`src/rtl/washer_ctrl_param_if.sv`:
```
// Control/status bundle between the panel logic and the wash-cycle controller.
// Panel pulses flow in; motor drives, indicators and the display count flow out.
interface washer_ctrl_param_if #(
    parameter int unsigned CNT_W = 6
);
    logic             tick;
    logic             add;
    logic             start;
    logic             emergency;
    logic             mode;
    logic             zheng;
    logic             fan;
    logic             ledzheng;
    logic             ledfan;
    logic             ledstop;
    logic             alarm;
    logic [CNT_W-1:0] count;
    logic [2:0]       phase;

    modport master (
        output tick, add, start, emergency, mode,
        input  zheng, fan, ledzheng, ledfan, ledstop, alarm, count, phase
    );

    modport slave (
        input  tick, add, start, emergency, mode,
        output zheng, fan, ledzheng, ledfan, ledstop, alarm, count, phase
    );
endinterface

```
`src/rtl/washer_ctrl_param.sv`:
```
// Parametrised wash-cycle controller: timed forward/pause/reverse/pause
// motor cycle with forward-only mode, emergency hold/resume and end alarm.
module washer_ctrl_param #(
    parameter int unsigned CNT_W    = 6,
    parameter int unsigned MAX_TIME = 60,
    parameter int unsigned ADD_STEP = 1,
    parameter int unsigned FWD_T    = 20,
    parameter int unsigned REV_T    = 20,
    parameter int unsigned PAUSE_T  = 10,
    parameter int unsigned ALARM_T  = 5
) (
    input  logic clk,
    input  logic rst,
    washer_ctrl_param_if.slave bus
);

    typedef enum logic [2:0] {
        IDLE = 3'd0,
        FWD  = 3'd1,
        P1   = 3'd2,
        REV  = 3'd3,
        P2   = 3'd4,
        HALT = 3'd5,
        DONE = 3'd6
    } phase_e;

    localparam int unsigned M1   = (FWD_T > REV_T) ? FWD_T : REV_T;
    localparam int unsigned M2   = (PAUSE_T > ALARM_T) ? PAUSE_T : ALARM_T;
    localparam int unsigned TMAX = (M1 > M2) ? M1 : M2;
    localparam int unsigned TW   = $clog2(TMAX + 1);

    localparam logic [CNT_W:0]   STEP_W = (CNT_W+1)'(ADD_STEP);
    localparam logic [CNT_W:0]   MAX_W  = (CNT_W+1)'(MAX_TIME);
    localparam logic [CNT_W-1:0] ONE_C  = CNT_W'(1);
    localparam logic [TW-1:0]    ONE_T  = TW'(1);

    phase_e           ph_q, ph_d;
    phase_e           sv_q, sv_d;
    logic [CNT_W-1:0] cnt_q, cnt_d;
    logic [TW-1:0]    tmr_q, tmr_d;
    logic             mode_q, mode_d;
    logic             zheng_q, fan_q, alarm_q, ledstop_q;

    logic [CNT_W:0]   sum;
    logic [CNT_W-1:0] cnt_add;
    logic [CNT_W-1:0] cnt_dec;
    logic [TW-1:0]    tmr_inc;
    logic [TW-1:0]    plen;
    phase_e           ph_nxt;

    always_comb begin
        sum     = {1'b0, cnt_q} + STEP_W;
        cnt_add = (sum > MAX_W) ? MAX_W[CNT_W-1:0] : sum[CNT_W-1:0];
        cnt_dec = cnt_q - ONE_C;
        tmr_inc = tmr_q + ONE_T;

        plen   = TW'(PAUSE_T);
        ph_nxt = FWD;
        case (ph_q)
            FWD: begin
                plen   = TW'(FWD_T);
                ph_nxt = P1;
            end
            P1: begin
                plen   = TW'(PAUSE_T);
                ph_nxt = mode_q ? FWD : REV;
            end
            REV: begin
                plen   = TW'(REV_T);
                ph_nxt = P2;
            end
            P2: begin
                plen   = TW'(PAUSE_T);
                ph_nxt = FWD;
            end
            default: begin
                plen   = TW'(PAUSE_T);
                ph_nxt = FWD;
            end
        endcase
    end

    always_comb begin
        ph_d   = ph_q;
        sv_d   = sv_q;
        cnt_d  = cnt_q;
        tmr_d  = tmr_q;
        mode_d = mode_q;
        case (ph_q)
            IDLE: begin
                // add lands first so add+start together can launch a wash
                if (bus.add) cnt_d = cnt_add;
                if (bus.start && (cnt_d != '0)) begin
                    ph_d   = FWD;
                    tmr_d  = '0;
                    mode_d = bus.mode;
                end
            end
            FWD, P1, REV, P2: begin
                if (bus.emergency) begin
                    ph_d = HALT;
                    sv_d = ph_q;
                end else if (bus.tick) begin
                    cnt_d = cnt_dec;
                    if (cnt_dec == '0) begin
                        ph_d  = DONE;
                        tmr_d = '0;
                    end else if (tmr_inc == plen) begin
                        ph_d  = ph_nxt;
                        tmr_d = '0;
                    end else begin
                        tmr_d = tmr_inc;
                    end
                end
            end
            HALT: begin
                if (bus.start) ph_d = sv_q;
            end
            DONE: begin
                cnt_d = '0;
                if (bus.tick) begin
                    if (tmr_inc == TW'(ALARM_T)) begin
                        ph_d  = IDLE;
                        tmr_d = '0;
                    end else begin
                        tmr_d = tmr_inc;
                    end
                end
            end
            default: begin
                ph_d  = IDLE;
                cnt_d = '0;
                tmr_d = '0;
            end
        endcase
    end

    always_ff @(posedge clk or posedge rst) begin
        if (rst) begin
            ph_q      <= IDLE;
            sv_q      <= IDLE;
            cnt_q     <= '0;
            tmr_q     <= '0;
            mode_q    <= 1'b0;
            zheng_q   <= 1'b0;
            fan_q     <= 1'b0;
            alarm_q   <= 1'b0;
            ledstop_q <= 1'b1;
        end else begin
            ph_q      <= ph_d;
            sv_q      <= sv_d;
            cnt_q     <= cnt_d;
            tmr_q     <= tmr_d;
            mode_q    <= mode_d;
            zheng_q   <= (ph_d == FWD);
            fan_q     <= (ph_d == REV);
            alarm_q   <= (ph_d == DONE);
            ledstop_q <= (ph_d != FWD) && (ph_d != REV);
        end
    end

    assign bus.zheng    = zheng_q;
    assign bus.fan      = fan_q;
    assign bus.ledzheng = zheng_q;
    assign bus.ledfan   = fan_q;
    assign bus.ledstop  = ledstop_q;
    assign bus.alarm    = alarm_q;
    assign bus.count    = cnt_q;
    assign bus.phase    = ph_q;

endmodule

```
`src/flat_wrapper.sv`:
```
// flat-port wrapper written by rule: the top's interface ports become plain ports
module washer_ctrl_param_flat 
#(
    parameter int unsigned CNT_W    = 6,
    parameter int unsigned MAX_TIME = 60,
    parameter int unsigned ADD_STEP = 1,
    parameter int unsigned FWD_T    = 20,
    parameter int unsigned REV_T    = 20,
    parameter int unsigned PAUSE_T  = 10,
    parameter int unsigned ALARM_T  = 5
)
  (clk, rst, bus_tick, bus_add, bus_start, bus_emergency, bus_mode, bus_zheng, bus_fan, bus_ledzheng, bus_ledfan, bus_ledstop, bus_alarm, bus_count, bus_phase);
  washer_ctrl_param_if #(.CNT_W(CNT_W)) bus_i ();
  input  logic clk;
  input  logic rst;
  input wire logic [$bits(bus_i.tick)-1:0] bus_tick;
  input wire logic [$bits(bus_i.add)-1:0] bus_add;
  input wire logic [$bits(bus_i.start)-1:0] bus_start;
  input wire logic [$bits(bus_i.emergency)-1:0] bus_emergency;
  input wire logic [$bits(bus_i.mode)-1:0] bus_mode;
  output wire logic [$bits(bus_i.zheng)-1:0] bus_zheng;
  output wire logic [$bits(bus_i.fan)-1:0] bus_fan;
  output wire logic [$bits(bus_i.ledzheng)-1:0] bus_ledzheng;
  output wire logic [$bits(bus_i.ledfan)-1:0] bus_ledfan;
  output wire logic [$bits(bus_i.ledstop)-1:0] bus_ledstop;
  output wire logic [$bits(bus_i.alarm)-1:0] bus_alarm;
  output wire logic [$bits(bus_i.count)-1:0] bus_count;
  output wire logic [$bits(bus_i.phase)-1:0] bus_phase;
  assign bus_i.tick = bus_tick;
  assign bus_i.add = bus_add;
  assign bus_i.start = bus_start;
  assign bus_i.emergency = bus_emergency;
  assign bus_i.mode = bus_mode;
  assign bus_zheng = bus_i.zheng;
  assign bus_fan = bus_i.fan;
  assign bus_ledzheng = bus_i.ledzheng;
  assign bus_ledfan = bus_i.ledfan;
  assign bus_ledstop = bus_i.ledstop;
  assign bus_alarm = bus_i.alarm;
  assign bus_count = bus_i.count;
  assign bus_phase = bus_i.phase;
  washer_ctrl_param #(.CNT_W(CNT_W), .MAX_TIME(MAX_TIME), .ADD_STEP(ADD_STEP), .FWD_T(FWD_T), .REV_T(REV_T), .PAUSE_T(PAUSE_T), .ALARM_T(ALARM_T)) u_core (.clk(clk), .rst(rst), .bus(bus_i));
endmodule
```
`config.mk`:
```
export PLATFORM = sky130hd
export DESIGN_NAME = washer_ctrl_param_flat
export DESIGN_NICKNAME = d
export VERILOG_FILES = /design/src/rtl/washer_ctrl_param_if.sv /design/src/rtl/washer_ctrl_param.sv /design/src/flat_wrapper.sv
export SDC_FILE = /design/constraint.sdc
export NUM_CORES = 1
export LEC_CHECK = 0
export CAP_MARGIN = 10
export CORE_AREA = 2 2 66 68
export CTS_BUF_LIST = sky130_fd_sc_hd__clkbuf_16
export DETAILED_ROUTE_END_ITERATION = 10
export DIE_AREA = 0 0 68 70
export PLACE_DENSITY = 0.75
export SLEW_MARGIN = 5
export SYNTH_ARGS = -nofsm -noshare
export SYNTH_HDL_FRONTEND = slang
export SYNTH_SLANG_ARGS = --single-unit
```
`constraint.sdc`:
```
create_clock -name clk -period 3.96 [get_ports clk]
set_input_delay 0.792 -clock clk [delete_from_list [all_inputs] [get_ports clk]]
set_output_delay 0.792 -clock clk [all_outputs]
set_load 0.1 [all_outputs]
```
==> impl_metrics.json <==
{
  "clock_sinks": 22,
  "antenna_left": 0,
  "cts_max_path_buffers": 2,
  "cp_data_required_time_ns": 3.17,
  "grt_max_degree": 30,
  "finalSetupViolations": 0,
  "synth_edf_count": 0,
  "placed_cells": 286,
  "cp_top_family": "buffers and inverters",
  "most-common-layout-cells": "nand2_1, dfrtp_1, clkdlybuf4s50_1",
  "grt_pass1_vias": 1599,
  "finalCritPeriodShare": 0.765,
  "drt_iter0_markers": 116,
  "maxSlewViolCount": 0,
  "cts_setup_buffers": 0,
  "dieWidth_um": 68,
  "cts_resized": 0,
  "ys_async_sr_fraction": 1.00,
  "ioPinCount": 22,
  "skew_ns": 0.00527,
  "antenna_cells": 0,
  "postCtsHoldBufs": 0,
  "via_per_inst": 6.23,
  "io_buffers": 21,
  "ys_seq_area_frac": 0.281,
  "start_util": 0.474,
  "cts_tree": "done",
  "path_buf_inv": 1,
  "max_clock_freq_mhz": 330,
  "slowest_delay_ns": 1.25,
  "netlist-cell-type-count": 73,
  "cp.depth": 1,
  "grt_usage": 0.202,
  "netlist_area_mm2": 0.00196,
  "hold_path.class": "register to register",
  "antenna_found_initial": 0,
  "via_count": 1806,
  "hold_path_depth": 1,
  "dieArea_mm2": 0.00476,
  "drive_gt1_frac": 0.0924,
  "crit_chain": "clkdlybuf4s50_1",
  "tightest_slew_ns": 0.973,
  "setup_tns_ns": 0,
  "wl_mm": 4.57,
  "multi_input_comb_area_mm2": 0.00127,
  "std_cell_rows": 24,
  "syn_nets": 246,
  "h-tree-depth": 1,
  "endpoint_kind": "primary output",
  "stdcell_count": 290,
  "register_area_um2": 552,
  "cp-start-kind": "register",
  "yosys_register_bits": 22,
  "critPathArrivalTime_ns": 2.24,
  "numCtsBuffers": 3,
  "clk_pin_slew_worst_paths_ns": 0.06,
  "period_needed_ns": 3.03,
  "reg2reg_depth": 6,
  "fillers": 398,
  "cp_slowest_cell": "clkdlybuf4s50_1",
  "hold_viol_final": 0,
  "grt.overflow.total": 0,
  "gp_congestion": 0.824,
  "crit_type": "register to primary output",
  "synthCells": 234,
  "final_nets": 251,
  "coreArea_mm2": 0.00414,
  "rsz0062_at_grt": "no",
  "area_growth_pct": 13.6,
  "worstSkewPairLatency_ns": 0.26,
  "grt_pass1_wl_mm": 7.53,
  "cp_max_fo": 20,
  "dp_hpwl_mm": 3.32,
  "slew_headroom": 0.349,
  "avgRoutedWirePerCell_um": 15.7,
  "clockRootBuffer": "clkbuf_16",
  "avgSynthCellArea_um2": 8.39,
  "final_common_cell": "nand2_1",
  "maxCapViolations": 0,
  "drc": 0,
  "synth_ff_type": "dfrtp_1",
  "status": "finished clean",
  "dr.pass1.iters": 4,
  "yosysWarnings": 0,
  "die_h_um": 70
}
[worst paths after layout]
path,startpoint,endpoint,slack [ns]
min in group asynchronous,rst,u_core.bus.count[4]$_DFFE_PP0P_,1.00
setup / recovery,u_core.bus.phase[0]$_DFF_PP0_,bus_phase[0],0.93
setup reg to reg,u_core.bus.count[0]$_DFFE_PP0P_,u_core.tmr_q[0]$_DFFE_PP0P_,1.36
max in group asynchronous,rst,u_core.tmr_q[1]$_DFFE_PP0P_,2.44
hold / removal,u_core.mode_q$_DFFE_PP0P_,u_core.mode_q$_DFFE_PP0P_,0.51
hold reg to reg,u_core.mode_q$_DFFE_PP0P_,u_core.mode_q$_DFFE_PP0P_,0.51
[cells by family after synthesis]
logic type               Yosys count  synth area share
flip-flops                        22             0.281
multiplexers                       5            0.0274
AND/OR/NAND/NOR                   92             0.289
adder cells (fa/ha/maj)            5            0.0318
AO/OA/AOI/OAI                     75             0.273
XOR/XNOR                           6            0.0268
buffers and inverters             29            0.0720
[final cells by class]
cell class,count,share of cell area
Tap cell,52,0.0292
Clock inverter,1,0.0135
Clock buffer,3,0.0337
Inverter,8,0.0135
Timing Repair Buffer,21,0.0931
Multi-Input combinational cell,183,0.570
Sequential cell,22,0.247
[cells in the mapped netlist, types with 5 or more instances]
cell type,count,area share
o21ai_0,9,0.023
nand2b_1,6,0.019
nand2_1,24,0.046
dfrtp_1,21,0.27
a21oi_1,15,0.038
o21ai_1,9,0.023
nor2_1,12,0.023
inv_1,8,0.015
clkbuf_1,8,0.015
nand3_1,7,0.018
buf_2,8,0.020
ha_1,5,0.032
[through the flow]
step                setup slack, ns  hold WS [ns]  utilization  area [um^2]
finish                        0.930         0.506        0.538         2230
global route                  0.859         0.515        0.538         2230
CTS                           0.926         0.503        0.538         2230
detailed placement            0.977         0.489        0.513         2130
global placement               1.07         0.479        0.513         2130
floorplan                      1.04         0.465            -         1960
[flip-flops by register name, summed over array words and instances (netlist names)]
register / cells
u_core.tmr_q: 5
u_core.sv_q: 3
u_core.bus.count: 6
u_core.bus.alarm: 1
u_core.bus.phase: 3
u_core.bus.fan: 1
u_core.mode_q: 1
u_core.bus.ledzheng: 1
u_core.bus.ledstop: 1
[layer usage]
metal	up-vias	share of wire	wire length, um	global-route usage
met5	-	0	0	0
met4	0	0.011	51	0.0533
met3	4	0.045	206	0.0322
met2	51	0.48	2190	0.324
met1	874	0.46	2120	0.280
li1	877	-	-	-
Power is left out: the tool's default activity adds up to more than one toggle a clock period on the data nets, which glitch-free logic cannot reach.
==> RTL edit (same flow settings) <==
`PAUSE_T` is set to 10 in 2 places; all go to 20.
--- a/src/rtl/washer_ctrl_param.sv
+++ b/src/rtl/washer_ctrl_param.sv
@@ -6,7 +6,7 @@
     parameter int unsigned ADD_STEP = 1,
     parameter int unsigned FWD_T    = 20,
     parameter int unsigned REV_T    = 20,
-    parameter int unsigned PAUSE_T  = 10,
+    parameter int unsigned PAUSE_T  = 20,
     parameter int unsigned ALARM_T  = 5
 ) (
     input  logic clk,
--- a/src/flat_wrapper.sv
+++ b/src/flat_wrapper.sv
@@ -6,7 +6,7 @@
     parameter int unsigned ADD_STEP = 1,
     parameter int unsigned FWD_T    = 20,
     parameter int unsigned REV_T    = 20,
-    parameter int unsigned PAUSE_T  = 10,
+    parameter int unsigned PAUSE_T  = 20,
     parameter int unsigned ALARM_T  = 5
 )
   (clk, rst, bus_tick, bus_add, bus_start, bus_emergency, bus_mode, bus_zheng, bus_fan, bus_ledzheng, bus_ledfan, bus_ledstop, bus_alarm, bus_count, bus_phase);
Formal check against the unedited RTL: same outputs for any inputs over 10 cycles, from zero or initial values and one cycle with rst high; that may be too few to reach the edited logic, so the function may still have changed.
==> RTL edit against the original RTL <==
- sequential cell count unchanged
- cell area fell by 4.1%
- register-to-register slack got worse by 140 ps
- synthesized cell count grew 0.43%
- count of clock-buffer cells in the layout is the same
- worst setup slack improved by 56 ps
- wire length is 2.2% lower
- core utilization down 2.2 points
- area after synthesis decreased by 2.0%
- critical path type unchanged
Power is left out: the tool's default activity adds up to more than one toggle a clock period on the data nets, which glitch-free logic cannot reach.
==> RTL edit: results (changes against the original RTL) <==
antenna_found_initial: 0  # unchanged
outcome: "completed"
hpwl_um: 3150  # -5.3%
track_usage_pct: 19.5  # -0.77 points
yosys_warnings: 0  # unchanged
synth.distinct_cells: 65  # -11%
worstPathMaxFanout: 19  # -5.0%
crit_arrival_ps: 2180  # -60 ps
n_fill_cell: 416  # +4.5%
clock_skew_ps: 8.93  # +3.66 ps
layout-drive-gt1-share_pct: 8.79  # -0.46 points
vias: 1821  # +0.83%
cp_slowest_stage_delay_ps: 1240
synthCells: 235  # +0.43%
yosysSeqAreaShare_pct: 28.7  # +0.58 points
synth_nets: 248  # +0.81%
post-place-cells: 287  # +0.35%
first_global_vias: 1528  # -4.4%
drt-pass1-iter-count: 5  # +1
cp_slowest_cell: "clkdlybuf4s50_1"
wl_per_cell_um: 15.3  # -2.6%
grt_max_degree: 28  # -6.7%
whs_ps: 520  # +13.4 ps
rrSetupSlack_ps: 1220  # -140 ps
viasPerCell: 6.26  # +0.48%
gp_congestion: 0.806  # -2.2%
drtIter0Drc: 151  # +30%
yosys-top-cells-area: "dfrtp_1 27%, nand2_1 4.7%, ha_1 3.9%, o21ai_0 3.9%, nor2_1 3.3%"
antenna_cells: 0  # unchanged
synth_commonest_cells: "24 x nand2_1, 21 x dfrtp_1, 17 x nor2_1"
grt_pass1_wl_um: 7250  # -3.8%
cts.repair.resized: 0  # unchanged
hold_buffers: 0  # unchanged
worstMarginPinSlew_ps: 972  # -1.31 ps
[RTL edit: changes by cell type after synthesis, sizes merged, moves of 3 or more]
cell and delta:
clkbuf -7, inv +4, nor2b -4, o2111ai -4
and3b -3, nand3 +5, nor3b +6, o311ai +3
a21oi -4, nor2 +6, a311oi -3, buf +7
xor2 -4
[RTL edit: cell families (layout without fill, tap and decap cells)]
| logic type | count (synthesis) | after routing | share of synthesized area, % |
|---|---|---|---|
| DFF | 22 | 22 | 28.7 |
| and+or+nand+nor | 101 | 101 | 29.2 |
| buffers and inverters | 33 | 37 | 9.43 |
| AOI/OAI and AO/OA | 71 | 71 | 27.8 |
| muxes | 1 | 1 | 0.585 |
| adders and majority gates | 6 | 6 | 3.90 |
| xor gates and xnor gates | 1 | 1 | 0.455 |
[RTL edit: through the flow]
stage,util [%],worst slack (ps),area [um2]
finish,51.6,987,2140
global route,51.6,901,2140
CTS,51.6,1000,2140
detailed placement,49.7,845,2060
global placement,49.7,874,2060
floorplan,-,1180,1920
[RTL edit: path summary, 6_finish.rpt]
path                                      from             endpoint  depth (start not counted)
max                        u_core.bus.count[2]         bus_count[2]                          1
min                             u_core.sv_q[1]       u_core.sv_q[1]                          2
max reg2reg                u_core.bus.count[0]      u_core.tmr_q[3]                          7
min reg2reg                     u_core.sv_q[1]       u_core.sv_q[1]                          2
max in group asynchronous                  rst      u_core.tmr_q[4]                          2
min in group asynchronous                  rst  u_core.bus.count[1]                          2
[RTL edit: layer usage]
metal	track usage, %	part of all wire (%)	vias to the layer above
li1	-	-	876
met1	27.1	44	861
met2	30.4	48	73
met3	3.70	6.1	11
met4	5.56	1.6	0
met5	0	0	-
[RTL edit: cell type report]
class,instances,area (um2),share of cell area (%)
flip-flops and latches,22,552,25.8
repair buffers,21,208,9.71
well taps,52,65.1,3.04
clock buffers,3,75.1,3.51
clock inverters,1,3.75,0.175
inverters,12,45.0,2.11
multi-input cells,180,1190,55.7
